[src/rtl/regfile_pkg.sv]
// -----------------------------------------------------------------------------
// regfile_pkg
// Shared definitions for the bypassed multi-port register file.
//   RF_WIDTH / RF_NREGS / RF_NREAD : default data width, register count and
//                                    read-port count.
//   rf_selw(nregs)                 : width of a register select (clog2).
//   rf_sel_t                       : select index type for the default size.
// -----------------------------------------------------------------------------
package regfile_pkg;

    localparam int RF_WIDTH = 16;
    localparam int RF_NREGS = 8;
    localparam int RF_NREAD = 2;

    // A select always needs at least one bit, even for tiny register files.
    function automatic int rf_selw(input int nregs);
        return (nregs > 1) ? $clog2(nregs) : 1;
    endfunction

    typedef logic [$clog2(RF_NREGS)-1:0] rf_sel_t;

endpackage

[src/rtl/rf_read_port.sv]
// -----------------------------------------------------------------------------
// rf_read_port
// One combinational read port of regfile_bypass_mp.
// Optional feature macro: REGFILE_BYPASS_EN (adds the write-to-read bypass).
//
// Ports:
//   i_wr0_ok/i_wr0_sel/i_wr0_data : qualified write port 0 (bypass builds only)
//   i_wr1_ok/i_wr1_sel/i_wr1_data : qualified write port 1 (bypass builds only)
//   i_sel    : register select for this port
//   i_regs   : flattened storage, register r at [r*WIDTH +: WIDTH]
//   o_data   : read data
//   o_oor    : select is beyond the last register
//
// The *_ok inputs are already qualified by the parent (enable, reset, range
// and zero-register checks), so a dropped write can never bypass.
// -----------------------------------------------------------------------------
module rf_read_port
    import regfile_pkg::*;
#(
    parameter int WIDTH    = RF_WIDTH,
    parameter int NREGS    = RF_NREGS,
    parameter int ZERO_REG = 0,
    localparam int SELW    = rf_selw(NREGS)
) (
`ifdef REGFILE_BYPASS_EN
    input  logic             i_wr0_ok,
    input  logic [SELW-1:0]  i_wr0_sel,
    input  logic [WIDTH-1:0] i_wr0_data,
    input  logic             i_wr1_ok,
    input  logic [SELW-1:0]  i_wr1_sel,
    input  logic [WIDTH-1:0] i_wr1_data,
`endif
    input  logic [SELW-1:0]        i_sel,
    input  logic [NREGS*WIDTH-1:0] i_regs,
    output logic [WIDTH-1:0]       o_data,
    output logic                   o_oor
);

    logic             w_oor;
    logic             w_zero_hit;
    logic [WIDTH-1:0] w_stored;

    // With a power-of-two register count every select encoding is valid.
    generate
        if (NREGS == (1 << SELW)) begin : g_full_range
            assign w_oor = 1'b0;
        end else begin : g_partial_range
            assign w_oor = (i_sel >= SELW'(NREGS));
        end
    endgenerate

    assign w_zero_hit = (ZERO_REG != 0) && (i_sel == '0);
    assign o_oor      = w_oor;

    // NOTE: every variable written in always_comb gets a default first, so no
    // path leaves it unassigned and no latch is inferred.
    always_comb begin
        w_stored = '0;
        for (int r = 0; r < NREGS; r++) begin
            if (i_sel == SELW'(r)) begin
                w_stored = i_regs[r*WIDTH +: WIDTH];
            end
        end
    end

    // Later assignments win: stored < port 0 bypass < port 1 bypass < forced 0.
    always_comb begin
        o_data = w_stored;
`ifdef REGFILE_BYPASS_EN
        if (i_wr0_ok && (i_wr0_sel == i_sel)) begin
            o_data = i_wr0_data;
        end
        if (i_wr1_ok && (i_wr1_sel == i_sel)) begin
            o_data = i_wr1_data;
        end
`endif
        if (w_oor || w_zero_hit) begin
            o_data = '0;
        end
    end

endmodule

[src/rtl/regfile_bypass_mp.sv]
// -----------------------------------------------------------------------------
// regfile_bypass_mp
// NREGS x WIDTH register file with NREAD combinational read ports and two
// write ports (port 0: ALU writeback, port 1: load/late writeback, port 1 wins
// on a same-register collision).
// Optional feature macro: REGFILE_BYPASS_EN. When defined, a write is visible
// on matching read ports in the issuing cycle; otherwise reads return the
// stored value and new data appears one cycle later.
//
// Ports:
//   clk               rising-edge clock
//   rst               synchronous reset, active low
//   readSel           packed read selects, port i at [i*SELW +: SELW]
//   readData          packed read data, port i at [i*WIDTH +: WIDTH]
//   wr0Sel/wr0Data/wr0En, wr1Sel/wr1Data/wr1En : write ports
//   err               collision or out-of-range select (forced low in reset)
// -----------------------------------------------------------------------------
module regfile_bypass_mp
    import regfile_pkg::*;
#(
    parameter int WIDTH    = RF_WIDTH,
    parameter int NREGS    = RF_NREGS,
    parameter int NREAD    = RF_NREAD,
    parameter int ZERO_REG = 0,
    localparam int SELW    = rf_selw(NREGS)
) (
    input  logic                   clk,
    input  logic                   rst,
    input  logic [NREAD*SELW-1:0]  readSel,
    output logic [NREAD*WIDTH-1:0] readData,
    input  logic [SELW-1:0]        wr0Sel,
    input  logic [WIDTH-1:0]       wr0Data,
    input  logic                   wr0En,
    input  logic [SELW-1:0]        wr1Sel,
    input  logic [WIDTH-1:0]       wr1Data,
    input  logic                   wr1En,
    output logic                   err
);

    logic [WIDTH-1:0]       r_mem [NREGS];
    logic [NREGS*WIDTH-1:0] w_mem_flat;
    logic                   w_wr0_oor;
    logic                   w_wr1_oor;
    logic                   w_wr0_ok;
    logic                   w_wr1_ok;
    logic                   w_collision;
    logic [NREAD-1:0]       w_rd_oor;

    generate
        if (NREGS == (1 << SELW)) begin : g_full_range
            assign w_wr0_oor = 1'b0;
            assign w_wr1_oor = 1'b0;
        end else begin : g_partial_range
            assign w_wr0_oor = (wr0Sel >= SELW'(NREGS));
            assign w_wr1_oor = (wr1Sel >= SELW'(NREGS));
        end
    endgenerate

    // A write that survives these checks is stored and, if compiled in,
    // bypassed; everything else is dropped and never bypasses.
    assign w_wr0_ok = rst && wr0En && !w_wr0_oor && !((ZERO_REG != 0) && (wr0Sel == '0));
    assign w_wr1_ok = rst && wr1En && !w_wr1_oor && !((ZERO_REG != 0) && (wr1Sel == '0));

    // NOTE: the whole storage array is reset; a write issued in the reset
    // cycle is discarded because reset takes the first branch.
    always_ff @(posedge clk) begin
        if (!rst) begin
            for (int r = 0; r < NREGS; r++) begin
                r_mem[r] <= '0;
            end
        end else begin
            // NOTE: non-blocking assignments; with both ports on one register
            // the later statement (port 1) is the one that lands.
            if (w_wr0_ok) begin
                r_mem[wr0Sel] <= wr0Data;
            end
            if (w_wr1_ok) begin
                r_mem[wr1Sel] <= wr1Data;
            end
        end
    end

    for (genvar r = 0; r < NREGS; r++) begin : g_flat
        assign w_mem_flat[r*WIDTH +: WIDTH] = r_mem[r];
    end

    for (genvar p = 0; p < NREAD; p++) begin : g_rd
        rf_read_port #(
            .WIDTH    (WIDTH),
            .NREGS    (NREGS),
            .ZERO_REG (ZERO_REG)
        ) u_port (
`ifdef REGFILE_BYPASS_EN
            .i_wr0_ok   (w_wr0_ok),
            .i_wr0_sel  (wr0Sel),
            .i_wr0_data (wr0Data),
            .i_wr1_ok   (w_wr1_ok),
            .i_wr1_sel  (wr1Sel),
            .i_wr1_data (wr1Data),
`endif
            .i_sel      (readSel[p*SELW +: SELW]),
            .i_regs     (w_mem_flat),
            .o_data     (readData[p*WIDTH +: WIDTH]),
            .o_oor      (w_rd_oor[p])
        );
    end

    assign w_collision = wr0En && wr1En && (wr0Sel == wr1Sel);

    assign err = rst && (w_collision
                      || (wr0En && w_wr0_oor)
                      || (wr1En && w_wr1_oor)
                      || (|w_rd_oor));

endmodule

[config.mk]
export PLATFORM = sky130hd
export DESIGN_NAME = regfile_bypass_mp
export DESIGN_NICKNAME = d
export VERILOG_FILES = /design/src/rtl/regfile_pkg.sv /design/src/rtl/rf_read_port.sv /design/src/rtl/regfile_bypass_mp.sv
export SDC_FILE = /design/constraint.sdc
export NUM_CORES = 1
export LEC_CHECK = 0
export CAP_MARGIN = 10
export CORE_ASPECT_RATIO = 2
export CORE_UTILIZATION = 40
export DETAILED_ROUTE_END_ITERATION = 10
export MAX_ROUTING_LAYER = met4
export PLACE_DENSITY = 0.71
export SYNTH_ARGS = -nofsm -noshare
export SYNTH_HDL_FRONTEND = slang
export SYNTH_SLANG_ARGS = --single-unit
[constraint.sdc]
create_clock -name clk -period 1.8 [get_ports clk]
set_input_delay 0.27 -clock clk [delete_from_list [all_inputs] [get_ports clk]]
set_output_delay 0.27 -clock clk [all_outputs]
set_load 0.005 [all_outputs]
After elaboration in Yosys (flattened, before gate mapping) --
Memory sizes are Yosys's and may differ from the RTL's. Cells that the tools add are included. Widths: inputs -> output; s select.
Operators by class: equal/unequal tests 15, reduce and logical (&&, ||, !) cells 9, mux-type cells 29
Operators with widths (count):
- $mux 16 | 18
- $reduce_or 16->1 | 2
- $eq 3x3->1 const B | 8
- $eq 3x2->1 const B | 4
- $mux 1 | 9
- $eq 3x1->1 const B | 2
- $logic_not 3->1 | 2
- $mux 3 | 2
- $logic_and 1x1->1 | 5
- $eq 3x3->1 | 1
Storage, ports and cells: output and inout bits 33, RAM bits 128, memories 1, bits in registers 0
Memory list:
- r_mem | depth 8, bits a word 16, read ports 8, clocked after Yosys merged registers in 0, wr ports 8, RTL line regfile_bypass_mp.sv:40 | logic [WIDTH-1:0] r_mem [NREGS];

Longest topological paths before layout --
word-level depth 9, depth in mapped cells 6

Modules after synthesis --
Synthesis repeated with hierarchy kept, for this count alone.
Second synthesis, totals: cell total of the unflattened synthesis 863, area total of the unflattened synthesis 9495.4 µm²
By module, submodules not included:
- regfile_bypass_mp | sequential area each 3843.7 µm², instances 1, cells an instance 481, area each 6747.7 µm²
- rf_read_port | sequential area each 0.0 µm², instances 2, cells an instance 191, area each 1373.8 µm²

Worst setup path after synthesis --
No wires, ideal clock.
path type input -> output, from in readSel[3], to out readData[16], arrival 1.492 ns, stages on the path 4, path slack 0.038 ns, path buffers 2, cells stage by stage buf_2 -> buf_2 -> mux4_2 -> mux2_2
On the way: word-level cells in the longest chain between the ends 9, elaborated cells on any way between the ends 16
RTL lines:
- start: declaration | RTL line regfile_bypass_mp.sv:29 | input logic [NREAD*SELW-1:0] readSel,
- $logic_not 3->1 | RTL line rf_read_port.sv:60 | if (i_sel == SELW'(r)) begin
- $mux 16 (7 in a row) | RTL line rf_read_port.sv:60
- $mux 16 (*) | RTL line rf_read_port.sv:60
- end: declaration | RTL line regfile_bypass_mp.sv:30 | output logic [NREAD*WIDTH-1:0] readData,
Every way passes the cells marked *; elsewhere a longest branch is shown, timed or not.

==> results.ini <==
[routing]
ant_nets=0
vias_per_cell=6.511
drcViolationCount=0
wl_per_cell_um=27.90
vias=5997
drt-pass1-iter-count=5
routed_wl_mm=25.70
drtIter0Drc=530

[yosys]
synth_area_um2=7737
syn_nets=580
ys_seq_area_share_pct=49.68
synth_cell_types=35
synth_cells=532
async_reset_ff_share_pct=0
ys_seq_elements=128
yosysWarnings=0
syn_area_per_cell_um2=14.54
synth_edf_count=128
synth_flop_cell=edfxtp_1

[place]
dp.cells=875
place_congestion=0.9120
io_buffers=80
place_hpwl_mm=16.40

[sta]
drv_slew=0
hold_viol_final=0
finalWorstSetupSlack_ns=-0.2683
rsz0062_at_grt=yes
setup_viol=27
tightest_slew_ns=0.3874
slew_headroom_pct=74.09
tns_ns=-4.829
fin_crit_sh_pct=114.9
fin_crit_ns=2.068
fmaxAchievable_ghz=0.4835

[final_layout]
areaGrowthSynthToFinish_pct=34.51
multiInputGateArea_um2=3642
final_cell_mix=128 x edfxtp_1, 108 x a22o_1, 73 x buf_4
nNetsFinal=708
reg.largest.list=r_mem: 128 flops
register_area_um2=3844
antenna-diode-count=0
largest_reg_flops=128
final_cells=921
n_fill_cell=1523
final_common_cell=edfxtp_1
top_register=r_mem
drive_above_1_share_pct=47.00

[pwr]
power_uw=9086
sw_frac_of_total_pct=23.97
power_density_nw_per_um2=873.0
p_sw_uw=2178
pwr-share-clk_pct=41.7
pwr-share-seq_pct=40.2
pwr-share-comb_pct=18.2
ir_drop_uv=546.9
internal-power_uw=6908
leakage_uw=0.003927

[cts]
cts.sinks=128
cts-root-buf=clkbuf_16
cts_tree=done
cts_max_level=4
cts.path.max_buffers=3
cts_hold_buffers=0
cts_made_buffers=25
cts.clk_slew.worst_paths_ns=0.06

[critical_path]
arrival_ns=1.80
cp_data_required_time_ns=1.53
path_class=flip-flop to output pin
end_kind=output pin
startpoint=r_mem[5][1]
cp-start-kind=flip-flop
crit_fanout=2
endpoint=readData[17]

[hold_path]
hold_class=primary input to flip-flop

[outcome]
violations=negative setup slack
status=finished, violations left

[floorplanning]
core_um2=18830
rows=71
chipWidth_um=100.3
die_h_um=198.7
start_util_pct=41.08
fp.dieArea_um2=19940
ios=81

[grt]
grt_pass1_wl_mm=37.42
grt_pass1_vias=6473
grt_max_degree=25
grt.overflow.total=0
antenna_found_initial=0
grt_usage_pct=26.98

[job]
cap_violations=0

==> cells by family after synthesis <==
| group | share of synthesized area (%) |
|---|---|
| xor gates and xnor gates | 0.3396 |
| buffers and inverters | 5.563 |
| AOI/OAI and AO/OA | 21.81 |
| DFF | 49.68 |
| muxes | 19.91 |
| and+or+nand+nor | 2.701 |
==> worst max-delay path, cell delays in order (launching register included) <==
cell      delay (ns)
edfxtp_1        0.40
mux4_2          0.51
mux2_4          0.31
buf_6           0.12
==> metal layers <==
| metal | vias up | global-route usage, % | share of wire [%] |
|---|---|---|---|
| li1 | 2480 | - | - |
| met1 | 2922 | 25.81 | 31 |
| met2 | 429 | 47.41 | 54 |
| met3 | 166 | 4.427 | 7.6 |
| met4 | 0 | 20.88 | 7.5 |
| met5 | - | - | 0 |
==> synthesized netlist by cell type (3+ instances only) <==
master | instances | area share, %
and3_1 | 3 | 0.24
a22o_1 | 108 | 12
buf_4 | 11 | 1.1
buf_6 | 5 | 0.73
mux2_2 | 43 | 6.3
clkbuf_1 | 14 | 0.68
buf_2 | 22 | 1.4
buf_1 | 33 | 1.6
a211oi_4 | 4 | 1.0
a22oi_1 | 22 | 2.1
a32oi_1 | 11 | 1.2
xor2_1 | 3 | 0.34
and2_1 | 6 | 0.49
a21o_1 | 11 | 1.1
or2_2 | 8 | 0.65
mux2i_1 | 11 | 1.4
edfxtp_1 | 128 | 50
o21ai_0 | 8 | 0.52
a22o_2 | 20 | 2.6
mux4_2 | 42 | 12
==> through the flow <==
stage                     utilization (%)  setup slack [ns]  instance area (um^2)  hold slack [ns]
final                               55.26           -0.2683                 10410           0.6268
after global routing                55.26           -0.2885                 10410           0.6563
after CTS                           54.82           -0.2537                 10320           0.6849
after detailed placement            50.21           -0.8457                  9455            1.161
after global placement              50.21           -0.8709                  9455            1.148
after floorplan                         -           0.03774                  7737           0.6297
==> timing repair <==
action | in CTS | in global routing
endpoints found under the setup margin | 33 | 33
cloned | 3 | 0
gates resized for setup | 188 | 16
pin swaps | 16 | 8
buffers inserted | 10 | 2
==> worst min path at each step <==
stage / start / endpoint / slack [ns] / cells after the start
final: rst / r_mem[2][8] / 0.63 / 5
after global routing: rst / r_mem[5][8] / 0.66 / 5
after CTS: wr0Data[15] / r_mem[2][15] / 0.68 / 2
after detailed placement: wr0Data[5] / r_mem[4][5] / 1.16 / 2
after global placement: wr0Data[14] / r_mem[6][14] / 1.15 / 2
after floorplan: wr1En / err / 0.63 / 2
==> power groups by stage <==
stage / Combinational, uW / Clock [uW] / Sequential (uW)
floorplan: 783 / 0 / 3650
global placement: 1480 / 0 / 3670
detailed placement: 1520 / 0 / 3700
CTS: 1610 / 3790 / 3640
global route: 1720 / 3920 / 3670
finish: 1650 / 3790 / 3650
==> cell type report <==
type	count	area share (%)
Sequential cell	128	36.93
Clock inverter	7	0.3126
Multi-Input combinational cell	318	35.00
Tap cell	255	3.066
Clock buffer	26	6.047
Timing Repair Buffer	187	18.65
Power figures use the tool's default switching activity.
==> variant, RTL diff (config.mk and constraints unchanged) <==
Register the inputs `readSel`, `wr0En` and `wr1En` before use. The logic sees them one clock later. The other inputs are not delayed to match.
--- a/src/rtl/regfile_bypass_mp.sv
+++ b/src/rtl/regfile_bypass_mp.sv
@@ -38,4 +38,14 @@
 );
 
+    logic [NREAD*SELW-1:0] readSel_q;
+    logic wr0En_q;
+    logic wr1En_q;
+
+    always_ff @(posedge clk) begin
+        readSel_q <= readSel;
+        wr0En_q   <= wr0En;
+        wr1En_q   <= wr1En;
+    end
+
     logic [WIDTH-1:0]       r_mem [NREGS];
     logic [NREGS*WIDTH-1:0] w_mem_flat;
@@ -59,6 +69,6 @@
     // A write that survives these checks is stored and, if compiled in,
     // bypassed; everything else is dropped and never bypasses.
-    assign w_wr0_ok = rst && wr0En && !w_wr0_oor && !((ZERO_REG != 0) && (wr0Sel == '0));
-    assign w_wr1_ok = rst && wr1En && !w_wr1_oor && !((ZERO_REG != 0) && (wr1Sel == '0));
+    assign w_wr0_ok = rst && wr0En_q && !w_wr0_oor && !((ZERO_REG != 0) && (wr0Sel == '0));
+    assign w_wr1_ok = rst && wr1En_q && !w_wr1_oor && !((ZERO_REG != 0) && (wr1Sel == '0));
 
     // NOTE: the whole storage array is reset; a write issued in the reset
@@ -99,5 +109,5 @@
             .i_wr1_data (wr1Data),
 `endif
-            .i_sel      (readSel[p*SELW +: SELW]),
+            .i_sel      (readSel_q[p*SELW +: SELW]),
             .i_regs     (w_mem_flat),
             .o_data     (readData[p*WIDTH +: WIDTH]),
@@ -106,9 +116,9 @@
     end
 
-    assign w_collision = wr0En && wr1En && (wr0Sel == wr1Sel);
+    assign w_collision = wr0En_q && wr1En_q && (wr0Sel == wr1Sel);
 
     assign err = rst && (w_collision
-                      || (wr0En && w_wr0_oor)
-                      || (wr1En && w_wr1_oor)
+                      || (wr0En_q && w_wr0_oor)
+                      || (wr1En_q && w_wr1_oor)
                       || (|w_rd_oor));
 
Check against the original RTL: not equivalent (Yosys sat finds a counterexample within 4 cycles, from zero or initial values).
==> variant against the original RTL <==
The flow still finishes with violations (negative setup slack); power increased by 2.2%; routed wire length increased by 7.9%; count of clock-buffer cells in the layout decreased by 8; critical path depth increased by 3; die area increased by 2.0%; area after synthesis increased by 2.1%; final area increased by 6.7%; sequential cell count increased by 8; clock power increased by 6.3%; via count increased by 5.0%; worst setup slack got worse by 0.26 ns; critical endpoint is now readData[13]; largest cell class unchanged.
==> variant: results (changes against the original RTL) <==
| Stage | Item | Value | Delta |
|:---|:---|:---|:---|
| run status | Status | complete, but fails checks | unchanged |
| run status | Violated checks | negative setup slack | unchanged |
| grt | Global-route wire length before repair | 40,440 um | was 37,420 um |
| drt | Via total after detailed routing | 6,299 | was 5,997 |
| placement | Placement-stage cell area | 9530 sq um | was 9455 sq um |
| cells and area | Nets | 724 | was 708 |
| cells and area | Fillcell total | 1,451 | was 1,523 |
| cells and area | Count of non-filler cells in the finished layout | 948 | was 921 |
| worst hold path | Worst min-delay path startpoint | readSel[0] | was rst |
| grt | Vias in the first global route | 6,818 | was 6,473 |
| power and ir drop | Total leakage power | 4.355 nW | was 3.927 nW |
| setup path | Crit path launch | readSel_q[0]$_DFF_P_ | was r_mem[5][1]$_DFFE_PP_ |
| synthesis | Netlist cell types | 36 | was 35 |
| clocking | CTS max path bufs | 2 | was 3 |
| sta | Worst slew pin tran | 0.4065 ns | was 0.3874 ns |
| clocking | Number of buffers created by CTS | 17 | was 25 |
| sta | Final WS setup | -0.5236 ns | was -0.2683 ns |
| synthesis | Sequential fraction of the synthesis area | 50.70% | was 49.68% |
| setup path | Maximum fanout along the worst path | 3 | was 2 |
| synthesis | Synthesized netlist net count | 588 | was 580 |
| sta | Number of setup violations in the final report | 32 | was 27 |
| placement | Routability congestion estimate | 0.9214 | was 0.9120 |
| placement | Detailed placement HPWL | 16,440 um | was 16,400 um |
| power and ir drop | Maximum vdd drop | 0.6829 mV | was 0.5469 mV |
| cells and area | Largest registers | r_mem (128), readSel_q (6) | was r_mem (128) |
| setup path | Delay of the slowest cell on the worst path | 0.49 ns | was 0.51 ns |
| drt | Number of violations reported at the end of detailed-routing iteration 0 | 687 | was 530 |
| cells and area | Share of cells above drive strength 1 | 49.78% | was 47.00% |
==> variant: worst register-to-register path, stage by stage (launching register included) <==
cell,delay (ns)
sky130_fd_sc_hd__dfxtp_1,0.39
sky130_fd_sc_hd__or3b_4,0.45
sky130_fd_sc_hd__o21ai_0,0.15
sky130_fd_sc_hd__or2_2,0.15
sky130_fd_sc_hd__buf_12,0.18
==> variant: layout make-up <==
type,instances,area share (%)
flip-flops and latches,136,36.13
multi-input cells,318,33.75
repair buffers,203,21.06
clock buffers,18,3.863
well taps,259,2.917
clock inverters,14,2.275
==> variant: repair_timing <==
item | CTS | global route
endpoints found under the setup margin | 33 | 32
buffers inserted | 26 | 10
gates resized for setup | 230 | 25
cloned | 6 | 1
pin swaps | 16 | 25
==> variant: metal layers <==
| layer | part of all wire, % | track usage (%) | up-vias |
|---|---|---|---|
| met5 | 0 | - | - |
| met4 | 7.7 | 22.05 | 0 |
| met3 | 8.6 | 6.616 | 188 |
| met2 | 54 | 49.37 | 459 |
| met1 | 30 | 27.45 | 3128 |
| li1 | - | - | 2524 |
==> variant: path summary, 6_finish.rpt <==
path | endpoint | slack, ns | depth (start not counted)
worst min register to register | r_mem[3][6]$_DFFE_PP_ | 1.13 | 4
worst min-delay path | readSel_q[0]$_DFF_P_ | 0.28 | 1
worst max-delay path | readData[13] | -0.52 | 6
worst max register to register | r_mem[0][11]$_DFFE_PP_ | 0.17 | 4
==> variant: where the power goes <==
group          internal [W]  switching [W]  leakage [nW]
logic              0.000842       0.000705          2.58
registers           0.00361      0.0000939          1.45
clock network       0.00272        0.00131         0.327
==> variant: logic make-up after synthesis <==
logic type	Yosys count	synth area share, %
multiplexers	96	19.50
AO/OA/AOI/OAI	188	21.37
buffers and inverters	86	5.450
XOR/XNOR	3	0.3328
flip-flops	136	50.70
AND/OR/NAND/NOR	31	2.646
==> variant: per-stage QoR <==
step / power [W] / utilization [%] / setup WS, ns / hold WS (ns)
2_1_floorplan: 0.004373 / - / 0.01920 / 0.2977
3_5_place_dp: 0.005021 / 49.21 / -0.3673 / 0.7218
3_3_place_gp: 0.004980 / 49.21 / -0.3439 / 0.7107
4_1_cts: 0.009229 / 56.67 / -0.5304 / 0.2696
5_1_grt: 0.009476 / 57.36 / -0.5600 / 0.2808
6_report: 0.009286 / 57.36 / -0.5236 / 0.2775
